==> config.mk <==
export PLATFORM = sky130hd
export DESIGN_NAME = data_mem_lsu_flat
export DESIGN_NICKNAME = d
export VERILOG_FILES = /design/src/rtl/data_mem_lsu_pkg.sv /design/src/rtl/data_mem_lsu_if.sv /design/src/rtl/data_mem_lsu_lane.sv /design/src/rtl/data_mem_lsu.sv /design/src/flat_wrapper.sv
export SDC_FILE = /design/constraint.sdc
export NUM_CORES = 1
export LEC_CHECK = 0
export BUFFER_PORTS_ARGS = -buffer_cell sky130_fd_sc_hd__buf_4
export CAP_MARGIN = 20
export CORE_ASPECT_RATIO = 2
export CORE_UTILIZATION = 30
export DETAILED_ROUTE_END_ITERATION = 8
export SLEW_MARGIN = 15
export SYNTH_ARGS = -nofsm -noshare
export SYNTH_HDL_FRONTEND = slang
export SYNTH_SLANG_ARGS = --single-unit
==> constraint.sdc <==
create_clock -name clk -period 5.2 [get_ports clk]
set_input_delay 0.78 -clock clk [delete_from_list [all_inputs] [get_ports clk]]
set_output_delay 0.78 -clock clk [all_outputs]
set_load 0.005 [all_outputs]
==> src/rtl/data_mem_lsu_pkg.sv <==
// Shared encodings and defaults for the data-memory load/store controller.
package lsu_pkg;

  localparam logic [1:0] SZ_BYTE = 2'b00;
  localparam logic [1:0] SZ_HALF = 2'b01;
  localparam logic [1:0] SZ_WORD = 2'b10;

  localparam int unsigned DEF_OFFSET = 256;
  localparam int unsigned DEF_DEPTH  = 1024;

  typedef enum logic [2:0] {
    ST_IDLE,
    ST_RD,
    ST_WAIT,
    ST_WR,
    ST_RESP
  } lsu_state_t;

  // Reserved size or a lane that does not match the access size.
  function automatic logic bad_shape(input logic [1:0] size, input logic [1:0] lane);
    bad_shape = (size == 2'b11) ||
                ((size == SZ_HALF) && lane[0]) ||
                ((size == SZ_WORD) && (lane != 2'b00));
  endfunction

endpackage

==> src/rtl/data_mem_lsu_if.sv <==
// Request/response handshake plus the word-wide data memory port.
interface data_mem_lsu_if;
  logic        req_valid;
  logic        req_ready;
  logic        req_we;
  logic [1:0]  req_size;
  logic        req_signed;
  logic [31:0] req_addr;
  logic [31:0] req_wdata;
  logic        resp_valid;
  logic [31:0] resp_rdata;
  logic        resp_fault;
  logic [31:0] mem_addr;
  logic [31:0] mem_data_in;
  logic        mem_we;
  logic        mem_re;
  logic [31:0] mem_data_out;

  // The LSU itself.
  modport slave (
    input  req_valid, req_we, req_size, req_signed, req_addr, req_wdata, mem_data_out,
    output req_ready, resp_valid, resp_rdata, resp_fault,
           mem_addr, mem_data_in, mem_we, mem_re
  );

  // The CPU datapath together with the memory.
  modport master (
    output req_valid, req_we, req_size, req_signed, req_addr, req_wdata, mem_data_out,
    input  req_ready, resp_valid, resp_rdata, resp_fault,
           mem_addr, mem_data_in, mem_we, mem_re
  );
endinterface

==> src/rtl/data_mem_lsu_lane.sv <==
// Lane extraction with sign/zero extension for loads and lane merge for sub-word stores.
module lsu_lane
  import lsu_pkg::*;
(
  input  logic [1:0]  size,
  input  logic [1:0]  lane,
  input  logic        sgn,
  input  logic [31:0] rword,
  input  logic [31:0] wdata,
  output logic [31:0] ld_data,
  output logic [31:0] st_word
);

  logic [4:0]  sh;
  logic [31:0] rshift;
  logic [31:0] mask;
  logic [31:0] wshift;

  always_comb begin
    sh      = {lane, 3'b000};
    rshift  = rword >> sh;
    wshift  = wdata << sh;
    ld_data = rword;
    mask    = 32'hFFFF_FFFF;
    case (size)
      SZ_BYTE: begin
        ld_data = {{24{sgn & rshift[7]}}, rshift[7:0]};
        mask    = 32'h0000_00FF << sh;
      end
      SZ_HALF: begin
        ld_data = {{16{sgn & rshift[15]}}, rshift[15:0]};
        mask    = 32'h0000_FFFF << sh;
      end
      default: begin
        ld_data = rword;
        mask    = 32'hFFFF_FFFF;
      end
    endcase
    // Only the addressed lane(s) of the old word are replaced.
    st_word = (rword & ~mask) | (wshift & mask);
  end

endmodule

==> src/rtl/data_mem_lsu.sv <==
// Byte-addressed load/store controller driving a word-indexed synchronous data memory.
module data_mem_lsu
  import lsu_pkg::*;
#(
  parameter int unsigned OFFSET = DEF_OFFSET,
  parameter int unsigned DEPTH  = DEF_DEPTH
) (
  input  logic             clk,
  input  logic             rst,
  data_mem_lsu_if.slave    bus
);

  localparam int unsigned LAST_I = OFFSET + DEPTH - 1;
  localparam logic [29:0] LO_IDX = OFFSET[29:0];
  localparam logic [29:0] HI_IDX = LAST_I[29:0];

  lsu_state_t  state;
  logic        resp_valid_q;
  logic        resp_fault_q;
  logic [31:0] resp_rdata_q;

  logic        we_p0;
  logic [1:0]  size_p0;
  logic        sgn_p0;
  logic [1:0]  lane_p0;
  logic [29:0] widx_p0;
  logic [31:0] wdata_p0;
  logic [31:0] wbuf_p1;

  logic [29:0] req_widx;
  logic        req_fault;
  logic        accept;
  logic [31:0] ld_data;
  logic [31:0] st_word;

  assign req_widx  = bus.req_addr[31:2];
  assign req_fault = (req_widx < LO_IDX) || (req_widx > HI_IDX) ||
                     bad_shape(bus.req_size, bus.req_addr[1:0]);
  assign accept    = bus.req_valid && bus.req_ready;

  lsu_lane u_lane (
    .size    (size_p0),
    .lane    (lane_p0),
    .sgn     (sgn_p0),
    .rword   (bus.mem_data_out),
    .wdata   (wdata_p0),
    .ld_data (ld_data),
    .st_word (st_word)
  );

  // Control: state and response registers.
  always_ff @(posedge clk) begin
    if (rst) begin
      state        <= ST_IDLE;
      resp_valid_q <= 1'b0;
      resp_fault_q <= 1'b0;
      resp_rdata_q <= '0;
    end else begin
      resp_valid_q <= 1'b0;
      case (state)
        ST_IDLE: begin
          if (bus.req_valid) begin
            if (req_fault) begin
              state        <= ST_RESP;
              resp_valid_q <= 1'b1;
              resp_fault_q <= 1'b1;
              resp_rdata_q <= '0;
            end else if (bus.req_we && (bus.req_size == SZ_WORD)) begin
              state <= ST_WR;
            end else begin
              state <= ST_RD;
            end
          end
        end
        ST_RD:   state <= ST_WAIT;
        ST_WAIT: begin
          if (we_p0) begin
            state <= ST_WR;
          end else begin
            state        <= ST_RESP;
            resp_valid_q <= 1'b1;
            resp_fault_q <= 1'b0;
            resp_rdata_q <= ld_data;
          end
        end
        ST_WR: begin
          state        <= ST_RESP;
          resp_valid_q <= 1'b1;
          resp_fault_q <= 1'b0;
          resp_rdata_q <= '0;
        end
        default: state <= ST_IDLE;
      endcase
    end
  end

  // Data: latched request fields and the write buffer.
  always_ff @(posedge clk) begin
    if (accept) begin
      we_p0    <= bus.req_we;
      size_p0  <= bus.req_size;
      sgn_p0   <= bus.req_signed;
      lane_p0  <= bus.req_addr[1:0];
      widx_p0  <= req_widx;
      wdata_p0 <= bus.req_wdata;
      wbuf_p1  <= bus.req_wdata;
    end else if ((state == ST_WAIT) && we_p0) begin
      wbuf_p1 <= st_word;
    end
  end

  assign bus.req_ready   = (state == ST_IDLE) && !rst;
  assign bus.mem_re      = (state == ST_RD) && !rst;
  assign bus.mem_we      = (state == ST_WR) && !rst;
  assign bus.mem_addr    = (!rst && ((state == ST_RD) || (state == ST_WAIT) || (state == ST_WR)))
                           ? {2'b00, widx_p0} : '0;
  assign bus.mem_data_in = bus.mem_we ? wbuf_p1 : '0;
  assign bus.resp_valid  = resp_valid_q;
  assign bus.resp_fault  = resp_fault_q;
  assign bus.resp_rdata  = resp_rdata_q;

endmodule

==> src/flat_wrapper.sv <==
// flat-port wrapper written by rule: the top's interface ports become plain ports
module data_mem_lsu_flat import lsu_pkg::*;
#(
  parameter int unsigned OFFSET = DEF_OFFSET,
  parameter int unsigned DEPTH  = DEF_DEPTH
)
  (clk, rst, bus_req_valid, bus_req_we, bus_req_size, bus_req_signed, bus_req_addr, bus_req_wdata, bus_mem_data_out, bus_req_ready, bus_resp_valid, bus_resp_rdata, bus_resp_fault, bus_mem_addr, bus_mem_data_in, bus_mem_we, bus_mem_re);
  data_mem_lsu_if bus_i ();
  input  logic clk;
  input  logic rst;
  input wire logic [$bits(bus_i.req_valid)-1:0] bus_req_valid;
  input wire logic [$bits(bus_i.req_we)-1:0] bus_req_we;
  input wire logic [$bits(bus_i.req_size)-1:0] bus_req_size;
  input wire logic [$bits(bus_i.req_signed)-1:0] bus_req_signed;
  input wire logic [$bits(bus_i.req_addr)-1:0] bus_req_addr;
  input wire logic [$bits(bus_i.req_wdata)-1:0] bus_req_wdata;
  input wire logic [$bits(bus_i.mem_data_out)-1:0] bus_mem_data_out;
  output wire logic [$bits(bus_i.req_ready)-1:0] bus_req_ready;
  output wire logic [$bits(bus_i.resp_valid)-1:0] bus_resp_valid;
  output wire logic [$bits(bus_i.resp_rdata)-1:0] bus_resp_rdata;
  output wire logic [$bits(bus_i.resp_fault)-1:0] bus_resp_fault;
  output wire logic [$bits(bus_i.mem_addr)-1:0] bus_mem_addr;
  output wire logic [$bits(bus_i.mem_data_in)-1:0] bus_mem_data_in;
  output wire logic [$bits(bus_i.mem_we)-1:0] bus_mem_we;
  output wire logic [$bits(bus_i.mem_re)-1:0] bus_mem_re;
  assign bus_i.req_valid = bus_req_valid;
  assign bus_i.req_we = bus_req_we;
  assign bus_i.req_size = bus_req_size;
  assign bus_i.req_signed = bus_req_signed;
  assign bus_i.req_addr = bus_req_addr;
  assign bus_i.req_wdata = bus_req_wdata;
  assign bus_i.mem_data_out = bus_mem_data_out;
  assign bus_req_ready = bus_i.req_ready;
  assign bus_resp_valid = bus_i.resp_valid;
  assign bus_resp_rdata = bus_i.resp_rdata;
  assign bus_resp_fault = bus_i.resp_fault;
  assign bus_mem_addr = bus_i.mem_addr;
  assign bus_mem_data_in = bus_i.mem_data_in;
  assign bus_mem_we = bus_i.mem_we;
  assign bus_mem_re = bus_i.mem_re;
  data_mem_lsu #(.OFFSET(OFFSET), .DEPTH(DEPTH)) u_core (.clk(clk), .rst(rst), .bus(bus_i));
endmodule
Yosys cells after proc, flatten, opt, wreduce, memory -nomap -nowiden
Index checks and enable logic that the tools add are counted.
{ "op_classes": {"magnitude_cmp": 2, "eq_ne": 10, "shifts": 4, "n_mux": 23, "bitwise": 6, "n_reduce_logical": 22} }
{ "ops": {"columns": ["op", "n"], "rows": [
  ["$mux W32", 6],
  ["$pmux W32 S2", 2],
  ["$pmux W32 S3", 1],
  ["$and A32 B32 Y32", 2],
  ["$not A32 Y32", 1],
  ["$or A32 B32 Y32", 1],
  ["$shl A16 B5 Y32 const A", 1],
  ["$shl A32 B5 Y32", 1],
  ["$shl A8 B5 Y32 const A", 1],
  ["$shr A32 B5 Y16", 1],
  ["$gt A30 B11 Y1 const B", 1],
  ["$lt A30 B9 Y1 const B", 1],
  ["$mux W30", 1],
  ["$pmux W3 S4", 1],
  ["$logic_and A1 B1 Y1", 9],
  ["$mux W3", 3],
  ["$eq A3 B2 Y1 const B", 2],
  ["$logic_or A1 B1 Y1", 6],
  ["$mux W1", 6],
  ["$pmux W1 S3", 2],
  ["$eq A2 B1 Y1 const B", 2],
  ["$eq A2 B2 Y1 const B", 2],
  ["$ne A2 B2 Y1 const B", 2],
  ["$reduce_and A4 Y1", 1],
  ["9 further kinds", 11]
]} }
{ "totals": {"ff_bits": 137, "output_inout_bits": 101, "elab_cells": 78} }

Longest topological paths before layout
Gate-level depths: netlist of run 1.
{ "depth": {"depth_word": 8, "ltp_mapped": 8} }

By module
From an unflattened synthesis of run 1, not the netlist that was laid out.
{ "unflattened": {"cells_unflattened": 733, "area_unflattened_um2": 7628.6} }
{ "modules_own_cells": {"columns": ["module", "n_inst", "cells_each", "area_per_inst_um2"], "rows": [
  ["data_mem_lsu", 1, 477, 5967.0],
  ["lsu_lane", 1, 256, 1661.6]
]} }

Worst setup path before layout of run 1
Ideal clock, no wire load.
{ "synth_path": {"path_kind": "input to register", "from": "in rst", "to": "reg u_core.lane_p0[0] (enable)", "t_arrival_ps": 3352, "required_time_ps": 4741, "path_slack_ps": 1389, "stages": 4, "cell_sequence": "nor3_2 -> nand2_1 -> inv_1 -> clkbuf_1"} }
{ "synth_via": {"elab_chain_cells": 3} }
{ "synth_lines": {"columns": ["element", "line_no", "text"], "rows": [
  ["from (decl)", "flat_wrapper.sv:10", "input logic rst;"],
  ["$logic_not A1 Y1", "data_mem_lsu.sv:112", "assign bus.req_ready = (state == ST_IDLE) && !rst;"],
  ["$logic_and A1 B1 Y1", "data_mem_lsu.sv:112", null],
  ["$logic_and A1 B1 Y1", "data_mem_lsu.sv:39", "assign accept = bus.req_valid && bus.req_ready;"],
  ["via u_core.accept", "data_mem_lsu.sv:32", "logic accept;"],
  ["to (signal assigned)", "data_mem_lsu.sv:103", "lane_p0 <= bus.req_addr[1:0];"],
  ["to (decl)", "data_mem_lsu.sv:25", "logic [1:0] lane_p0;"]
]} }
The timed path passes the listed nets, and every way through them passes these cells.
A chain may end at the register's enable or synchronous reset.

Worst setup path in the final report of run 1
{ "layout_path": {"from": "in rst", "to": "out bus_mem_data_in[7]"} }
{ "layout_via": {"elab_chain_cells": 3} }
{ "layout_lines": {"columns": ["element", "line_no", "text"], "rows": [
  ["$logic_not A1 Y1", "data_mem_lsu.sv:114", "assign bus.mem_we = (state == ST_WR) && !rst;"],
  ["$logic_and A1 B1 Y1", "data_mem_lsu.sv:114", null],
  ["$mux W32", "data_mem_lsu.sv:117", "assign bus.mem_data_in = bus.mem_we ? wbuf_p1 : '0;"],
  ["to (decl)", "flat_wrapper.sv:23", "output wire logic [$bits(bus_i.mem_data_in)-1:0] bus_mem_data_in;"]
]} }
No other way between the ends.

==> impl_metrics.json, run 1 <==
{
  "min_period_ns": 3.192,
  "grt_pass1_wl_microns": 31780,
  "route.detailed.drc": 0,
  "tritoncts": "yes",
  "clockBufferDepth": 2,
  "path_clk_slew_ns": 0.06,
  "tns_ns": 0,
  "die_area_sq_um": 22660,
  "grt_usage": 0.1954,
  "endpoint": "bus_mem_data_in[7]",
  "hold_slack_ns": 0.4668,
  "yosysSeqAreaShare": 0.5666,
  "path_depth": 5,
  "fin_worst_skew_ns": 0.01034,
  "num-fill-cells": 2145,
  "status": "finished, final reports clean",
  "wl_per_cell_microns": 19.81,
  "endpoint_kind": "primary output",
  "drive_above_1_share": 0.3133,
  "drv_slew": 0,
  "powerDensity_nw_per_um2": 306.0,
  "synth_adder_area_share": 0,
  "r2r_end": "u_core.widx_p0[11]",
  "numCtsBuffers": 17,
  "overflow": 0,
  "die_x_microns": 106.9,
  "power_leakage_nw": 3.502,
  "synth_area_leaders": "edfxtp_1 45%, dfxtp_1 11%, and2_1 6.0%, mux2i_1 5.2%, o21ai_0 3.6%",
  "cts.sinks": 137,
  "die_h_microns": 211.9,
  "path_buf_inv": 2,
  "worstPathArrival_ns": 2.41,
  "rows": 76,
  "cts-root-buf": "clkbuf_16",
  "grt_max_degree": 105,
  "synth-simple-area-share": 0.1636,
  "first_global_vias": 5394,
  "avgSynthCellArea_sq_um": 10.73,
  "antenna_found_initial": 1,
  "max_stage_delay_ns": 0.79,
  "crit_fanout": 33,
  "synth_top_family_by_area": "compound AO/OA/AOI/OAI gates",
  "crit_slowest_cell": "and3_1",
  "place.gp.congestion": 0.8546,
  "drt_first_iter_violations": 374,
  "drtPass1Iterations": 5,
  "path_cells": "buf_4 > nor2_1 > and3_1 > and2_1 > buf_4",
  "hold_viol": 0,
  "start_util": 0.3061,
  "irDropWorstVdd_mv": 0.2255,
  "vias": 5493,
  "cts_resized": 0,
  "crit_type": "in2out",
  "netlist_area_sq_um": 6608,
  "via_per_inst": 5.049,
  "synth_xor_area_frac": 0.001326,
  "coreArea_sq_um": 21590,
  "holdCritPathClass": "reg2reg",
  "synth.top_cell.area_share": 0.4545,
  "ys_types": 43,
  "synth_compound_area_frac": 0.1642,
  "drv_cap": 0,
  "layout_commonest_cell": "buf_4",
  "ys_warn_count": 0,
  "relSlewSlack": 0.3725,
  "crit_path_start_kind": "input pin",
  "io_pins": 204,
  "post-dp-hpwl_microns": 16550,
  "nets": 904,
  "grt_setup_unrepaired": "false",
  "insertion_delay_ns": 0.43,
  "cp-startpoint": "rst",
  "h-tree-depth": 4,
  "ys_ff_latch": 137,
  "tightest_slew_ns": 0.9413,
  "worstReg2RegStart": "u_core.state[0]",
  "post_cts_buffers": 0,
  "crit_family": "simple AND/OR/NAND/NOR gates",
  "rrSetupSlack_ns": 2.38,
  "finalSetupViolations": 0,
  "finalCritPeriodShare": 0.6138,
  "synth_cells": 616,
  "cp_common_cell": "buf_4",
  "ctsHoldBuffers": 0,
  "critPathRequiredTime_ns": 4.42,
  "ff2ff_path_depth": 6,
  "syn_to_final_growth_pct": 36.11,
  "finalWirelength_microns": 21560,
  "ant_nets": 0,
  "synth.area.mux_share": 0.05491,
  "fmax_mhz": 313.3,
  "yosysTopAreaCell": "edfxtp_1",
  "mostFrequentLayoutCells": "212 x buf_4, 100 x edfxtp_1, 63 x and2_1",
  "port_buffers": 201
}
[worst min-delay path by stage]
stage,from,endpoint,slack (ns),depth (start not counted)
after floorplan,u_core.bus.resp_rdata[0],u_core.bus.resp_rdata[0],0.45,2
after global placement,u_core.bus.resp_rdata[6],u_core.bus.resp_rdata[6],0.45,2
after detailed placement,u_core.bus.resp_rdata[6],u_core.bus.resp_rdata[6],0.45,2
after CTS,u_core.bus.resp_rdata[1],u_core.bus.resp_rdata[1],0.47,2
after global routing,u_core.bus.resp_rdata[5],u_core.bus.resp_rdata[5],0.50,2
final,u_core.bus.resp_rdata[6],u_core.bus.resp_rdata[6],0.47,2
[kinds of logic (layout without fill, tap and decap cells)]
logic type / after synthesis / count (layout)
buffers and inverters: 76 / 273
DFF: 137 / 137
and+or+nand+nor: 202 / 202
xor gates and xnor gates: 1 / 1
other: 1 / 3
AOI/OAI and AO/OA: 164 / 164
muxes: 35 / 35
[layer usage]
layer  routed length [microns]  global-route usage  up-vias  share of wire
met3                      1396             0.05326       55          0.065
met2                     11940              0.3595      230           0.55
met4                      1221              0.1313        0          0.057
met1                      7002              0.1846     2583           0.32
li1                          -                   -     2625              -
met5                         0                   0        -              0
[flip-flops by register name, indices dropped and copies added (netlist names)]
name,cells
u_core.wdata_p0,32
u_core.we_p0,1
u_core.bus.resp_fault,1
u_core.widx_p0,30
u_core.bus.resp_valid,1
u_core.sgn_p0,1
u_core.wbuf_p1,32
u_core.lane_p0,2
u_core.state,3
u_core.size_p0,2
u_core.bus.resp_rdata,32
[report_power, final]
part	internal, W	switching, W
Clock	0.000798	0.000463
Combinational	0.000107	0.000142
Sequential	0.00122	0.0000211
Total	0.00213	0.000625
[metrics by stage]
step	total power (W)	utilization	instance area, sq um	worst slack, ns	cells
4_1_cts	0.002775	0.4150	8957	1.941	1085
3_5_place_dp	0.001512	0.3866	8346	1.898	1053
5_1_grt	0.002841	0.4166	8994	1.749	1088
6_report	0.002752	0.4166	8994	2.008	1088
3_3_place_gp	0.001508	0.3866	8346	1.959	1053
2_1_floorplan	0.001376	-	6611	1.389	617
[layout make-up]
cell class	instances	area, sq um	share of cell area
multi-input cells	404	2575	0.2863
diodes	1	2.502	0.0002782
inverters	28	107.6	0.01196
clock inverters	13	178.9	0.01989
repair buffers	213	1612	0.1792
flip-flops and latches	137	3744	0.4162
well taps	273	341.6	0.03798
clock buffers	19	432.9	0.04814
[synth_stat cells (all sizes together)]
cell,count
nand4b,1
inv,28
a31oi,1
nor4,5
or2,2
buf,18
o211a,2
nor3b,8
nor2b,27
and3,1
nand3b,1
dfxtp,37
nand2,54
a221oi,8
o2111a,1
o31ai,2
a22o,1
nor3,12
a22oi,7
xnor2,1
conb,1
mux4,1
clkbuf,30
nor2,23
o221a,1
mux2i,34
a21oi,42
and2,63
a311o,1
o32ai,26
nand2b,4
edfxtp,100
nor4bb,1
o21ai,48
a211oi,17
o221ai,7
[worst reg2reg max path: cells and delay by family, from the launching register on]
kind                   cells  cell delay (ns)
AND/OR/NAND/NOR            3             0.96
flip-flops                 1             0.37
buffers and inverters      3             1.20
No activity file was read; power rests on OpenSTA's default activity.
==> inputs of run 2 (changes only) <==
clock period = 2.6 ns   (was 5.2 ns; I/O delays follow)
==> run 2 against run 1 <==
Net effect:
- sequential power grew 100%
- clock skew shrank 0.00088 ns
- count of clock-buffer cells in the layout is the same
- sequential share of layout area shrank 0.052 points
- flip-flop and latch count is the same
- first-iteration DRC count shrank 16%
- worst setup slack lost 1.6 ns
- cell count grew 0.74%
- register-to-register slack lost 2.0 ns
- core utilization grew 0.052 points
- cell area grew 0.13%
- clock power grew 83%
==> impl_metrics.json, run 2 (synthesized netlist as in run 1, its figures left out) <==
{
  "status": "finished, final reports clean",
  "finalSetupViolations": 0,
  "seq_area_sq_um": 3744,
  "stdcell_count": 1096,
  "grt_max_degree": 62,
  "crit_family": "simple AND/OR/NAND/NOR gates",
  "start_util": 0.3061,
  "insertion_delay_ns": 0.42,
  "crit_type": "reg2out",
  "overflow": 0,
  "tightest_slew_ns": 0.6517,
  "max_stage_delay_ns": 0.36,
  "irDropWorstVdd_mv": 0.4109,
  "multi_input_area_sq_um": 2560,
  "holdCritPathClass": "in2reg",
  "nets": 913,
  "layout_commonest_cell": "buf_4",
  "drtPass1Iterations": 5,
  "crit_fanout": 33,
  "die_area_sq_um": 22660,
  "first_global_vias": 5547,
  "tns_ns": 0,
  "path_buf_inv": 2,
  "finalWirelength_microns": 21320,
  "drv_slew": 0,
  "finalCritPeriodShare": 0.8558,
  "crit_slowest_cell": "dfxtp_1",
  "worstPathArrival_ns": 1.84,
  "fin_worst_skew_ns": 0.009462,
  "cp_common_cell": "buf_4",
  "cts.sinks": 137,
  "dp.cells": 1064,
  "numCtsBuffers": 17,
  "powerDensity_nw_per_um2": 587.1,
  "grt_setup_unrepaired": "false",
  "ant_nets": 0,
  "hold_viol": 0,
  "ctsHoldBuffers": 0,
  "crit_path_start_kind": "flop",
  "path_clk_slew_ns": 0.06,
  "critPathRequiredTime_ns": 2.21,
  "antenna_found_initial": 0,
  "relSlewSlack": 0.5646,
  "grt_pass1_wl_microns": 31030,
  "power_leakage_nw": 3.533,
  "mostFrequentLayoutCells": "220 x buf_4, 100 x edfxtp_1, 63 x and2_1",
  "grt_usage": 0.1911,
  "path_cells": "nor2_1 > and3_1 > buf_4 > and2_1 > buf_4",
  "die_x_microns": 106.9,
  "rows": 76,
  "die_h_microns": 211.9,
  "coreArea_sq_um": 21590,
  "post-dp-hpwl_microns": 16730,
  "h-tree-depth": 4,
  "via_per_inst": 4.991,
  "vias": 5470,
  "post_cts_buffers": 0,
  "min_period_ns": 2.225,
  "tritoncts": "yes",
  "diodes": 0,
  "route.detailed.drc": 0,
  "cts_resized": 0,
  "fmax_mhz": 449.4,
  "cts-root-buf": "clkbuf_16",
  "wl_per_cell_microns": 19.45,
  "drive_above_1_share": 0.3159,
  "drv_cap": 0,
  "drt_first_iter_violations": 314,
  "io_pins": 204,
  "place.gp.congestion": 0.8585,
  "syn_to_final_growth_pct": 36.28,
  "clockBufferDepth": 2,
  "port_buffers": 201,
  "endpoint_kind": "primary output",
  "num-fill-cells": 2135
}
[run 2: changes by cell type in the layout (fill, tap and decap cells not counted), moves of 2 or more]
cell        previous run  this run
clkinvlp_4             4         1
buf_4                212       220
clkinv_4               1         3
clkinv_1               0         3
bufinv_16              4         2
[run 2: path summary, 6_finish.rpt]
path / start / end / slack, ns / cells past startpoint
setup / recovery: u_core.state[2] / bus_mem_data_in[25] / 0.37 / 5
hold / removal: bus_req_addr[7] / u_core.widx_p0[5] / 0.15 / 1
setup reg to reg: u_core.state[2] / u_core.wbuf_p1[22] / 0.39 / 6
hold reg to reg: u_core.bus.resp_rdata[6] / u_core.bus.resp_rdata[6] / 0.47 / 2
[run 2: metrics by stage]
stage	setup WS, ns	hold WS [ns]	power (W)	instance area, sq um	util
after floorplan	0.03911	0.4525	0.002749	6616	-
after global placement	0.4150	0.4653	0.003030	8443	0.3911
after detailed placement	0.3826	0.4626	0.003035	8443	0.3911
after CTS	0.3262	0.1181	0.005361	9005	0.4172
after global routing	0.1942	0.1200	0.005484	9005	0.4172
final	0.3748	0.1463	0.005287	9005	0.4172
[run 2: final cells by class]
class | instances | share of cell area
timing repair buffer | 222 | 0.1879
clock buffer | 19 | 0.04808
clock inverter | 13 | 0.01431
inverter | 28 | 0.01181
tap | 273 | 0.03793
sequential | 137 | 0.4157
multi-input combinational | 404 | 0.2843
[run 2: worst register-to-register path, stage by stage, from the launching register on]
cell	delay, ns
dfxtp_1	0.36
or2_2	0.37
nor3_2	0.23
nand2_1	0.19
clkinv_2	0.29
buf_12	0.29
o21ai_0	0.21
[run 2: power by group]
part           switching [W]  internal (W)  leakage (nW)
Sequential         0.0000365       0.00244          1.23
Clock               0.000898       0.00140         0.274
Combinational       0.000289      0.000221          2.03
Total                0.00122       0.00406          3.53
[run 2: metal layers]
layer  wire length, microns  global-route usage
met5                      0                   0
met2                  11970              0.3593
met1                   6891              0.1722
met3                   1095             0.04341
met4                   1365              0.1455
